## config.mk

```make
export PLATFORM = sky130hd
export DESIGN_NAME = mem_clear_ctrl_flat
export DESIGN_NICKNAME = d
export VERILOG_FILES = /design/src/rtl/mem_clear_ctrl_if.sv /design/src/rtl/mem_clear_ctrl.sv /design/src/flat_wrapper.sv
export SDC_FILE = /design/constraint.sdc
export NUM_CORES = 1
export LEC_CHECK = 0
export ABC_AREA = 1
export CELL_PAD_IN_SITES_DETAIL_PLACEMENT = 0
export CELL_PAD_IN_SITES_GLOBAL_PLACEMENT = 1
export CORE_MARGIN = 2
export CORE_UTILIZATION = 30
export CTS_BUF_LIST = sky130_fd_sc_hd__clkbuf_2 sky130_fd_sc_hd__clkbuf_4 sky130_fd_sc_hd__clkbuf_8
export DETAILED_ROUTE_END_ITERATION = 6
export GPL_TIMING_DRIVEN = 0
export PLACE_DENSITY_LB_ADDON = 0.12
export RECOVER_POWER = 100
export SLEW_MARGIN = 20
export SYNTH_ARGS = -nofsm -noshare
export SYNTH_HDL_FRONTEND = slang
export SYNTH_SLANG_ARGS = --single-unit
```

## constraint.sdc

```tcl
create_clock -name clock -period 1.86 [get_ports clock]
set_input_delay 0.372 -clock clock [delete_from_list [all_inputs] [get_ports clock]]
set_output_delay 0.372 -clock clock [all_outputs]
set_load 0.1 [all_outputs]
```

## src/rtl/mem_clear_ctrl_if.sv

```systemverilog
// Command handshake between a host and the memory-clear controller.
// The host drives a two-bit opcode with req_valid; the controller answers with req_ready.
interface mem_clear_ctrl_if;
   logic       req_valid;
   logic [1:0] req_op;
   logic       req_ready;

   modport master (
      output req_valid,
      output req_op,
      input  req_ready
   );

   modport slave (
      input  req_valid,
      input  req_op,
      output req_ready
   );
endinterface

```

## src/rtl/mem_clear_ctrl.sv

```systemverilog
// Sequencer for the address-range memory datapath.
// - Loads the datapath's low and high address registers.
// - Issues single host writes.
// - Runs the inclusive zero-fill sweep from low up to high. The counter wraps
//   at 2**ADDRWIDTH.
// All strobes are Mealy outputs of the state and the current inputs.
module mem_clear_ctrl #(
   parameter int ADDRWIDTH = 6
) (
   input  logic                 clock,
   input  logic                 reset_n,
   mem_clear_ctrl_if.slave      req,
   input  logic                 abort,
   input  logic                 cnt_eq,
   output logic                 ld_low,
   output logic                 ld_high,
   output logic                 write,
   output logic                 ld_cnt,
   output logic                 cnt_en,
   output logic                 addr_sel,
   output logic                 zero_we,
   output logic                 set_busy,
   output logic                 clr_busy,
   output logic                 done,
   output logic                 aborted,
   output logic [ADDRWIDTH:0]   zero_cnt
);

   localparam logic [1:0] IDLE = 2'd0;
   localparam logic [1:0] ZERO = 2'd1;
   localparam logic [1:0] DONE = 2'd2;

   localparam logic [1:0] OP_WRITE      = 2'b00;
   localparam logic [1:0] OP_LOAD_LOW   = 2'b01;
   localparam logic [1:0] OP_LOAD_HIGH  = 2'b10;
   localparam logic [1:0] OP_ZERO_RANGE = 2'b11;

   // One extra bit lets a full 2**ADDRWIDTH sweep be counted without overflow.
   localparam logic [ADDRWIDTH:0] CNT_ONE = 1;

   logic [1:0] state;
   logic [1:0] state_next;
   logic       ready;
   logic       accept_zero;

   assign req.req_ready = ready;

   // Next-state and control-strobe decode. Reset forces the idle, busy-clearing output set.
   always_comb begin
      // NOTE: every output gets a default first, so no path through the case leaves a latch.
      state_next  = state;
      ready       = 1'b0;
      accept_zero = 1'b0;
      ld_low      = 1'b0;
      ld_high     = 1'b0;
      write       = 1'b0;
      ld_cnt      = 1'b0;
      cnt_en      = 1'b0;
      addr_sel    = 1'b0;
      zero_we     = 1'b0;
      set_busy    = 1'b0;
      clr_busy    = 1'b0;
      done        = 1'b0;

      if (!reset_n) begin
         clr_busy   = 1'b1;
         state_next = IDLE;
      end else begin
         case (state)
            IDLE: begin
               ready = 1'b1;
               if (req.req_valid) begin
                  case (req.req_op)
                     OP_WRITE:     write   = 1'b1;
                     OP_LOAD_LOW:  ld_low  = 1'b1;
                     OP_LOAD_HIGH: ld_high = 1'b1;
                     OP_ZERO_RANGE: begin
                        ld_cnt      = 1'b1;
                        set_busy    = 1'b1;
                        accept_zero = 1'b1;
                        state_next  = ZERO;
                     end
                     default: ;
                  endcase
               end
            end
            ZERO: begin
               addr_sel = 1'b1;
               if (abort) begin
                  // Abort wins over cnt_eq: the current address is not written.
                  state_next = DONE;
               end else begin
                  zero_we = 1'b1;
                  if (cnt_eq) state_next = DONE;
                  else        cnt_en     = 1'b1;
               end
            end
            DONE: begin
               clr_busy   = 1'b1;
               done       = 1'b1;
               state_next = IDLE;
            end
            default: state_next = IDLE;
         endcase
      end
   end

   // State register and the sweep result registers (write count and abort flag).
   always_ff @(posedge clock) begin
      // NOTE: non-blocking assignments, so every register updates from pre-edge values.
      if (!reset_n) begin
         state    <= IDLE;
         aborted  <= 1'b0;
         zero_cnt <= '0;
      end else begin
         state <= state_next;
         if (accept_zero) begin
            zero_cnt <= '0;
            aborted  <= 1'b0;
         end else if (state == ZERO) begin
            if (abort) aborted  <= 1'b1;
            else       zero_cnt <= zero_cnt + CNT_ONE;
         end
      end
   end

endmodule

```

## src/flat_wrapper.sv

```systemverilog
// flat-port wrapper written by rule: the top's interface ports become plain ports
module mem_clear_ctrl_flat 
#(
   parameter int ADDRWIDTH = 6
)
  (clock, reset_n, abort, cnt_eq, ld_low, ld_high, write, ld_cnt, cnt_en, addr_sel, zero_we, set_busy, clr_busy, done, aborted, zero_cnt, req_req_valid, req_req_op, req_req_ready);
  mem_clear_ctrl_if req_i ();
  input  logic clock;
  input  logic reset_n;
  input  logic abort;
  input  logic cnt_eq;
  output logic ld_low;
  output logic ld_high;
  output logic write;
  output logic ld_cnt;
  output logic cnt_en;
  output logic addr_sel;
  output logic zero_we;
  output logic set_busy;
  output logic clr_busy;
  output logic done;
  output logic aborted;
  output logic [ADDRWIDTH:0] zero_cnt;
  input wire logic [$bits(req_i.req_valid)-1:0] req_req_valid;
  input wire logic [$bits(req_i.req_op)-1:0] req_req_op;
  output wire logic [$bits(req_i.req_ready)-1:0] req_req_ready;
  assign req_i.req_valid = req_req_valid;
  assign req_i.req_op = req_req_op;
  assign req_req_ready = req_i.req_ready;
  mem_clear_ctrl #(.ADDRWIDTH(ADDRWIDTH)) u_core (.clock(clock), .reset_n(reset_n), .req(req_i), .abort(abort), .cnt_eq(cnt_eq), .ld_low(ld_low), .ld_high(ld_high), .write(write), .ld_cnt(ld_cnt), .cnt_en(cnt_en), .addr_sel(addr_sel), .zero_we(zero_we), .set_busy(set_busy), .clr_busy(clr_busy), .done(done), .aborted(aborted), .zero_cnt(zero_cnt));
endmodule
```

==> results.toml <==
[run_status]
status = "complete, no violations"

[timing]
fmax_ghz = 0.555
holdWs_ns = 0.477
fin_ws_ns = 0.0596
worstMarginPinSlew_ns = 0.952
final.setup.tns_ns = 0
min_period_over_period_pct = 96.8
hold_viol = 0
fin_crit_ns = 1.80
slew_headroom_pct = 36.8
fin_skew_ns = 0.00318
rsz0062_at_grt = "false"
slew_violations = 0
finalSetupViolations = 0

[critical_path]
arrival_ns = 1.43
crit_slowest_cell = "dlygate4sd2_1"
start_kind = "register"
crit_path_max_fanout = 2
rrSetupSlack_ns = 0.65
crit_buf_inv = 1
crit_start = "u_core.zero_cnt[6]"
cpLargestDelayFamily = "buffers and inverters"
r2r-end = "u_core.zero_cnt[6]"
rr_worst_depth = 7
endpoint = "zero_cnt[6]"
critPathKind = "reg2out"
path_depth = 1
worstPathRequired_ns = 1.49
cp-end-kind = "output pin"
cpPeakStageDelay_ns = 0.85
rr_startpoint = "u_core.zero_cnt[1]"
crit_chain = "dlygate4sd2_1"

[power_and_ir_drop]
power.switching_w = 0.000167
switching_share_pct = 34.3
leakage_nw = 0.448
peakVddDrop_mv = 0.280
clockPowerShare_pct = 29.5
power_frac_comb_pct = 25.7
power_density_nw_per_um2 = 518
p_int_w = 0.000320
seqPwrFrac_pct = 44.8

[cts]
clkLatencyLatePin_ns = 0.26
cts.sinks = 10
numCtsBuffers = 3
clockBufferDepth = 2
cts_tree = "done"
path_clk_slew_ns = 0.06
cts-root-buf = "clkbuf_4"
cts_hold_buf = 0
htree_levels = 1

[route]
wirelength_um = 1320
dr_total_vias = 617
vias_per_cell = 4.26
first_iter_violations = 6
avgRoutedWirePerCell_um = 9.12
drc_errors = 0
dr.pass1.iters = 3
antenna_left = 0

[logic_synthesis]
synth.area.top_cells = "dfxtp_1, nand2_1, inv_1"
synth_nets = 96
synth.most_common_cell = "nand2_1"
postSynth.asyncResetShare_pct = 0
yosys.cell_types.count = 20
netlist_instances = 88
ys_seq_area_share_pct = 34.0
synth_top_area_share_pct = 34.0
syn_area_sq_um = 589
synth_common_cells = "nand2_1, inv_1, nor2_1, dfxtp_1"
synth_warnings = 0
synth-edff-count = 0
synth_ff_type = "dfxtp_1"
yosysTopAreaCell = "dfxtp_1"
ys_seq_elements = 10
synth.avg_cell_area_sq_um = 6.70

[grt]
met1_usage_pct = 14.8
met2_usage_pct = 19.9
antenna_found_initial = 0
grt_first_pass_wirelength_um = 2210
groute.layer.met3.usage_pct = 1.85
grt_pass1_vias = 544
track_usage_pct = 11.8
grt.busiest_layer = "met2"
grt_overflow = 0
grt_max_degree = 10

[place]
dpl-instance-area_sq_um = 930
gp_congestion = 0.692
pre_cts_slack_ns = -1.09
io_buffer_count = 25
dp_hpwl_um = 990

[floorplan]
initial_core_util_pct = 31.0
num_rows = 16
die_area_sq_um = 2330
ioPinCount = 26
die_h_um = 48.3
die_w_um = 48.3
core_sq_um = 1900

[min_path]
hold_path_class = "reg2reg"
hold_start = "u_core.aborted"

[run]
max_cap_violations = 0

[final_layout]
syn_to_final_growth_pct = 59.4
fin_nets = 128
drive_gt1_share_pct = 37.3
fin_area_sq_um = 940
num_antenna_cells = 0
fin_util_pct = 49.4
## sequential cells by signal, summed over array words and instances, names as in the netlist
name / flops
u_core.zero_cnt: 7
u_core.state: 2
u_core.aborted: 1
## per-layer routing
metal  share of wire [%]  routed length [um]
met5                   0                   0
met2                  48                 640
met1                  47                 627
met3                 3.3                  44
met4                0.76                  10
## cells by family after synthesis
| kind of cell | synth area share [%] |
|---|---|
| DFF | 34.0 |
| adders and majority gates | 2.12 |
| xor gates and xnor gates | 1.49 |
| and+or+nand+nor | 43.7 |
| buffers and inverters | 12.1 |
| AOI/OAI and AO/OA | 6.58 |
## power by group through the flow
stage / combinational [W] / sequential, W / clock (W)
after global placement: 0.000129 / 0.000224 / 0
after detailed placement: 0.000130 / 0.000224 / 0
after CTS: 0.000130 / 0.000219 / 0.000155
after floorplan: 0.0000848 / 0.000231 / 0
final: 0.000125 / 0.000218 / 0.000144
after global routing: 0.000132 / 0.000218 / 0.000169
## how the worst min path moves through the flow
stage                       to  slack [ns]  cells past startpoint
6_report        u_core.aborted        0.48                      1
5_1_grt         u_core.aborted        0.50                      1
4_1_cts         u_core.aborted        0.47                      1
3_5_place_dp    u_core.aborted        0.46                      1
3_3_place_gp    u_core.aborted        0.45                      1
2_1_floorplan  u_core.state[1]        0.55                      4
## placed cells by master (no fill, tap or decap), types with 5 or more instances in the layout
master,synthesis,routed
nand2_1,20,19
nor2_1,16,12
clkbuf_4,0,6
dlygate4sd2_1,0,5
clkbuf_2,0,5
inv_1,16,14
dfxtp_1,10,8
nor2_4,3,5
## what timing repair did
action                                  4_1_cts  5_1_grt
endpoints found under the setup margin       19       10
gates resized for setup                      94       13
pin swaps                                     1        1
cloned                                        0        0
buffers inserted                              0        2
## layout make-up
cell class                 instances  area (sq um)
buffer                             1          7.51
clock buffer                       3          22.5
fill                             212           962
inverter                          17          63.8
multi-input combinational         60           375
sequential                        10           205
tap                               27          33.8
timing repair buffer              27           231
## stage by stage
step | power [W] | cells
after floorplan | 0.000315 | 88
after global placement | 0.000352 | 140
after detailed placement | 0.000353 | 140
after CTS | 0.000504 | 143
after global routing | 0.000518 | 145
final | 0.000487 | 145
Power figures use the tool's default switching activity.
==> patch 1: new RTL, same settings <==
`ADDRWIDTH` is set to 6 in 2 places; all go to 7.
--- a/src/rtl/mem_clear_ctrl.sv
+++ b/src/rtl/mem_clear_ctrl.sv
@@ -7,3 +7,3 @@
 module mem_clear_ctrl #(
-   parameter int ADDRWIDTH = 6
+   parameter int ADDRWIDTH = 7
 ) (
--- a/src/flat_wrapper.sv
+++ b/src/flat_wrapper.sv
@@ -3,3 +3,3 @@
 #(
-   parameter int ADDRWIDTH = 6
+   parameter int ADDRWIDTH = 7
 )
Interface: changed (resized zero_cnt); port bits go from 26 to 27. No check against the original RTL was run, so the function may have changed too.
==> patch 1 against the original RTL <==
Routed wire length increased by 13%. Non-clock buffer count fell by 1. Final area increased by 8.5%. First-iteration DRC count decreased by 67%. Power rose by 12%. Sequential cell count up 1. Area after synthesis up 8.7%. Worst hold slack got worse by 0.0055 ns. Worst setup slack worse by 0.017 ns. Register-to-register slack lost 0.16 ns.
==> patch 1: results (changes against the original RTL) <==
- Outcome: finished, final reports clean
- List of most frequent post-synthesis cells: 23 x sky130_fd_sc_hd__nand2_1, 21 x sky130_fd_sc_hd__nor2_1, 15 x sky130_fd_sc_hd__inv_1, 11 x sky130_fd_sc_hd__dfxtp_1, 7 x sky130_fd_sc_hd__nand3_1
- The count of buffers from port buffering was 26 (+4.0%).
- The number of cells traversed by the worst hold path was 1 (unchanged).
* Drt via density: 4.36 (+2.4%)
* Number of warnings reported in the yosys synthesis log: 0 (unchanged)
- Final setup skew: 0.00918 ns (+0.00600 ns)
* Number of cells on the worst reg-to-reg path: 5 (-2)
- The initial detailed-routing violation count was 2 (-4).
* R2R Setup Slk: 0.49 ns (-0.16 ns)
- The worst slack on hold paths was 0.471 ns (-0.00553 ns).
- Arrival time at the worst endpoint: 1.45 ns (+0.02 ns)
- Initial DRT Pass Iterations: 4 (+1)
* Max rail drop VDD: 0.000310 V (+11%)
* Static leakage: 0.444 nW (-0.86%)
- The total number of H-tree levels was 1 (unchanged).
* Top cells by area, synth: sky130_fd_sc_hd__dfxtp_1 34%, sky130_fd_sc_hd__nand2_1 13%, sky130_fd_sc_hd__nor2_1 12%, sky130_fd_sc_hd__inv_1 8.8%, sky130_fd_sc_hd__nand3_1 5.5%
- Endpoint of the worst-slack reg-to-reg timing path: u_core.zero_cnt[2]$_SDFFE_PP0P_
* Class of the tightest hold or removal check: flop to flop
* Longest individual stage delay on the worst path: 0.86 ns
- The wire length of the first global-routing pass is 2850 um (+29%).
- The sequential-to-total area share from yosys stat came to 34.4% (+0.40 points).
- Routed wire length on met2: 701 um (+9.5%)
* Post-synthesis cell count: 97 (+10%)
* Maximum number of pins on one net before global-route repair: 9 (-1)
- Final Net Count: 136 (+6.3%)
- The number of global-route vias before repair was 676 (+24%).
- Cell with the largest stage delay on the worst path: sky130_fd_sc_hd__buf_1
* Unique cell type count in the Yosys netlist: 19 (-5.0%)
* HPWL reported at the end of detailed placement: 1180 um (+19%)
- Mapped Nets: 105 (+9.4%)
* Startpoint of the most critical register-to-register path: u_core.state[0]$_SDFFE_PN0P_
- Detailed-routing wirelength on met1: 721 um (+15%)
- In the synthesized netlist the dominant register cell turns out to be sky130_fd_sc_hd__dfxtp_1.
* Final Routed Wirelength: 1490 um (+13%)
- The cell area reported after detailed placement came to 0.00100 mm2 (+8.1%).
* Filler-free cell count of the finished design: 154 (+6.2%)
- Clock slew at the register clock pins of the worst setup and hold paths: 0.08 ns (+0.02 ns)
- The overall global routing resource usage is 14.5% (+2.7 points).
* Routed wl met3: 70 um (+59%)
- The clock buffer count from CTS came to 3 (unchanged).
- The worst-case setup slack after placement is -1.14 ns (-0.0449 ns).
* Top flop regs: u_core.zero_cnt x8, u_core.state x2, u_core.aborted x1
- Least-Margin Pin Slew: 1.16 ns (+0.208 ns)
* RePlAce Congestion: 0.693 (+0.17%)
- The share of post-route cells with drive strength above 1 came to 33.1% (-4.2 points).
- Uppermost routed layer: met3
## patch 1: cell types whose count changed after synthesis, sizes merged
cell | unedited run | this run
dfxtp | 10 | 11
inv | 17 | 16
nand2 | 22 | 24
nand3 | 5 | 10
nand3b | 2 | 0
nor2 | 19 | 23
nor2b | 0 | 1
o21a | 1 | 2
o21bai | 1 | 0
xor2 | 1 | 0
## patch 1: where the power goes
part           internal (mW)  switching [mW]
logic                 0.0336          0.0932
clock network         0.0976          0.0822
registers              0.237         0.00260
## patch 1: kinds of logic after synthesis
logic type,after synthesis,share of synthesized area [%]
buffers and inverters,17,10.5
and+or+nand+nor,62,47.7
DFF,11,34.4
adders and majority gates,1,1.95
AOI/OAI and AO/OA,6,5.47
## patch 1: metal layers
layer | GRT usage, % | up-vias
met5 | 0 | -
met4 | 4.17 | 0
met3 | 4.76 | 0
met2 | 21.5 | 16
met1 | 20.0 | 296
li1 | - | 359
## patch 1: final cells by class
cell class	instances	area, um2
inverter	16	60.1
timing repair buffer	26	259
buffer	1	20.0
tap	27	33.8
fill	216	962
multi-input combinational	69	395
sequential	11	221
clock buffer	4	30.0
## patch 1: worst max-delay path by stage
stage                                    startpoint  slack [ns]          end
detailed placement                    req_req_op[0]       -1.14     set_busy
floorplan              u_core.state[1]$_SDFFE_PN0P_       -0.26     clr_busy
CTS                 u_core.zero_cnt[0]$_SDFFE_PP0P_      0.0007  zero_cnt[0]
global route        u_core.zero_cnt[7]$_SDFFE_PP0P_       0.005  zero_cnt[7]
global placement                              abort       -1.13       cnt_en
finish              u_core.zero_cnt[7]$_SDFFE_PP0P_        0.04  zero_cnt[7]
## patch 1: repair_timing
action,CTS,global route
pin swaps,0,1
cloned,0,0
hold buffers,0,0
gates resized for setup,100,10
endpoints found under the setup margin,20,9
==> patch 2: new RTL, same flow settings <==
Made on the original files. Register the output `ld_cnt`, without a reset; this adds one clock of latency there. The other outputs are not delayed to match.
--- a/src/rtl/mem_clear_ctrl.sv
+++ b/src/rtl/mem_clear_ctrl.sv
@@ -40,2 +40,4 @@
 
+   logic ld_cnt_d;
+
    logic [1:0] state;
@@ -56,3 +58,3 @@
       write       = 1'b0;
-      ld_cnt      = 1'b0;
+      ld_cnt_d    = 1'b0;
       cnt_en      = 1'b0;
@@ -77,3 +79,3 @@
                      OP_ZERO_RANGE: begin
-                        ld_cnt      = 1'b1;
+                        ld_cnt_d    = 1'b1;
                         set_busy    = 1'b1;
@@ -126,2 +128,6 @@
 
+   always_ff @(posedge clock) begin
+      ld_cnt <= ld_cnt_d;
+   end
+
 endmodule
Check against the original RTL: not equivalent (Yosys sat finds a counterexample within 4 cycles, from zero or initial values and one cycle with reset_n low).
==> patch 2 against the original RTL <==
Count of clock-buffer cells in the layout grew 1. Power grew 15%. Final cell count grew 2.8%. Die area grew 2.3%. Routed wire length grew 12%. Sequential cell count grew 1. Largest power group unchanged. Final area grew 11%. Worst setup slack lost 0.024 ns. Critical path type unchanged. Clock power grew 27%. Area after synthesis grew 2.5%. Sequential power grew 10%. Non-clock buffer count grew 2.
==> patch 2: results (changes against the original RTL) <==
* Outcome: finished, final reports clean
- The length of routed met2 wiring was 772 um (+21%).
- The switching part of the total is 33.4% (-0.86 points).
- Top cells by area, synth: sky130_fd_sc_hd__dfxtp_1 36%, sky130_fd_sc_hd__nand2_1 13%, sky130_fd_sc_hd__nor2_1 9.3%, sky130_fd_sc_hd__inv_1 8.1%, sky130_fd_sc_hd__a21oi_1 3.3%
* Post-synthesis share of cell area spent on xor and xnor gates: 0% (-1.5 points)
- Comb group: 0.137 mW (+9.6%)
* Post-Route Hold Slack: 0.478 ns (+0.000714 ns)
- Final Routed Wirelength: 1490 um (+12%)
* Portion of the post-synthesis area used by sequential elements: 36.4% (+2.5 points)
- Sequential cell fraction of total power: 42.9% (-1.9 points)
* Number of cells on the worst reg-to-reg path: 6 (-1)
* Max-Slew Margin vs Limit: 36.4% (-0.35 points)
- The worst supply voltage drop on vdd came to 0.000414 V (+47%).
- Number of global-route vias before repair: 586 (+7.7%)
- Setup slack after placement: -1.09 ns (-0.00111 ns)
- The slowest stage of the critical path belongs to the cell sky130_fd_sc_hd__dfxtp_4.
- The detailed-placement wirelength estimate came to 1090 um (+10%).
- Routed wl met3: 88 um (+100%)
* Final setup skew: 0.00391 ns (+0.000732 ns)
- Largest delay share family, worst path: simple AND/OR/NAND/NOR gates
- Detailed-routing wirelength on met1: 613 um (-2.2%)
* Static leakage: 0.471 nW (+5.3%)
* Critical path fanouts, max: 5 (+3)
- Ranked by instance count, the synthesized netlist is headed by 21 x sky130_fd_sc_hd__nand2_1, 15 x sky130_fd_sc_hd__nor2_1, 13 x sky130_fd_sc_hd__inv_1, 11 x sky130_fd_sc_hd__dfxtp_1, 4 x sky130_fd_sc_hd__a21oi_1.
- Total track usage: 13.6% (+1.8 points)
- The detailed-route wire length per cell came to 9.97 um (+9.4%).
- Final Net Count: 131 (+2.3%)
- Post-synthesis compound-gate area fraction: 7.25% (+0.66 points)
- The setup slack on the worst flop-to-flop path is 0.68 ns (+0.03 ns).
- The overall via count from detail_route is 629 (+1.9%).
* Peak clock frequency supported by timing: 548 MHz (-1.3%)
- The share of post-route cells with drive strength above 1 was 41.0% (+3.7 points).
- The cell area reported after detailed placement came to 946 um2 (+1.7%).
* Number of fill cells in the layout: 189 (-11%)
- The maximum number of pins on one net before global-route repair was 11 (+1).
- Initial DRT Pass Iterations: 4 (+1)
- The adder-cell area share of the yosys netlist is 2.07% (-0.053 points).
- Top flop regs: u_core.zero_cnt x7, u_core.state x2
==> patch 2: changes by cell type after synthesis <==
cell and change:
sky130_fd_sc_hd__a21oi_1 +1, sky130_fd_sc_hd__nor2_4 -2, sky130_fd_sc_hd__nor2_2 +2, sky130_fd_sc_hd__xor2_1 -1, sky130_fd_sc_hd__buf_4 -1, sky130_fd_sc_hd__nand2_1 +1, sky130_fd_sc_hd__nor2_1 -1, sky130_fd_sc_hd__nor2_8 +1
sky130_fd_sc_hd__inv_1 -3, sky130_fd_sc_hd__dfxtp_1 +1, sky130_fd_sc_hd__inv_2 +2
==> patch 2: cell type report <==
class	count	area share, %
Timing Repair Buffer	30	29.1
Tap cell	27	3.24
Clock buffer	4	2.88
Inverter	16	6.12
Multi-Input combinational cell	61	37.1
Sequential cell	11	21.6
==> patch 2: routing by layer <==
metal	GRT usage, %	up-vias
met2	24.4	16
met3	5.52	2
met5	0	-
met4	4.29	0
li1	-	343
met1	14.3	268
==> patch 2: worst max-delay path by stage <==
stage / startpoint / depth (start not counted) / endpoint
floorplan: u_core.state[1]$_SDFFE_PN0P_ / 2 / clr_busy
global placement: abort / 6 / cnt_en
detailed placement: abort / 6 / cnt_en
CTS: u_core.state[1]$_SDFFE_PN0P_ / 4 / write
global route: u_core.state[0]$_SDFFE_PN0P_ / 6 / cnt_en
finish: u_core.state[0]$_SDFFE_PN0P_ / 6 / cnt_en
==> patch 2: kinds of logic (layout without fill, tap and decap cells) <==
kind of cell	Yosys count	after routing
AND/OR/NAND/NOR	53	53
buffers and inverters	16	50
flip-flops	11	11
AO/OA/AOI/OAI	7	7
adder cells (fa/ha/maj)	1	1
==> patch 2: repair_timing <==
item                                    in CTS  in global routing
gates resized for setup                     93                  8
buffers inserted                             4                  1
pin swaps                                    0                  1
endpoints found under the setup margin      19                  8
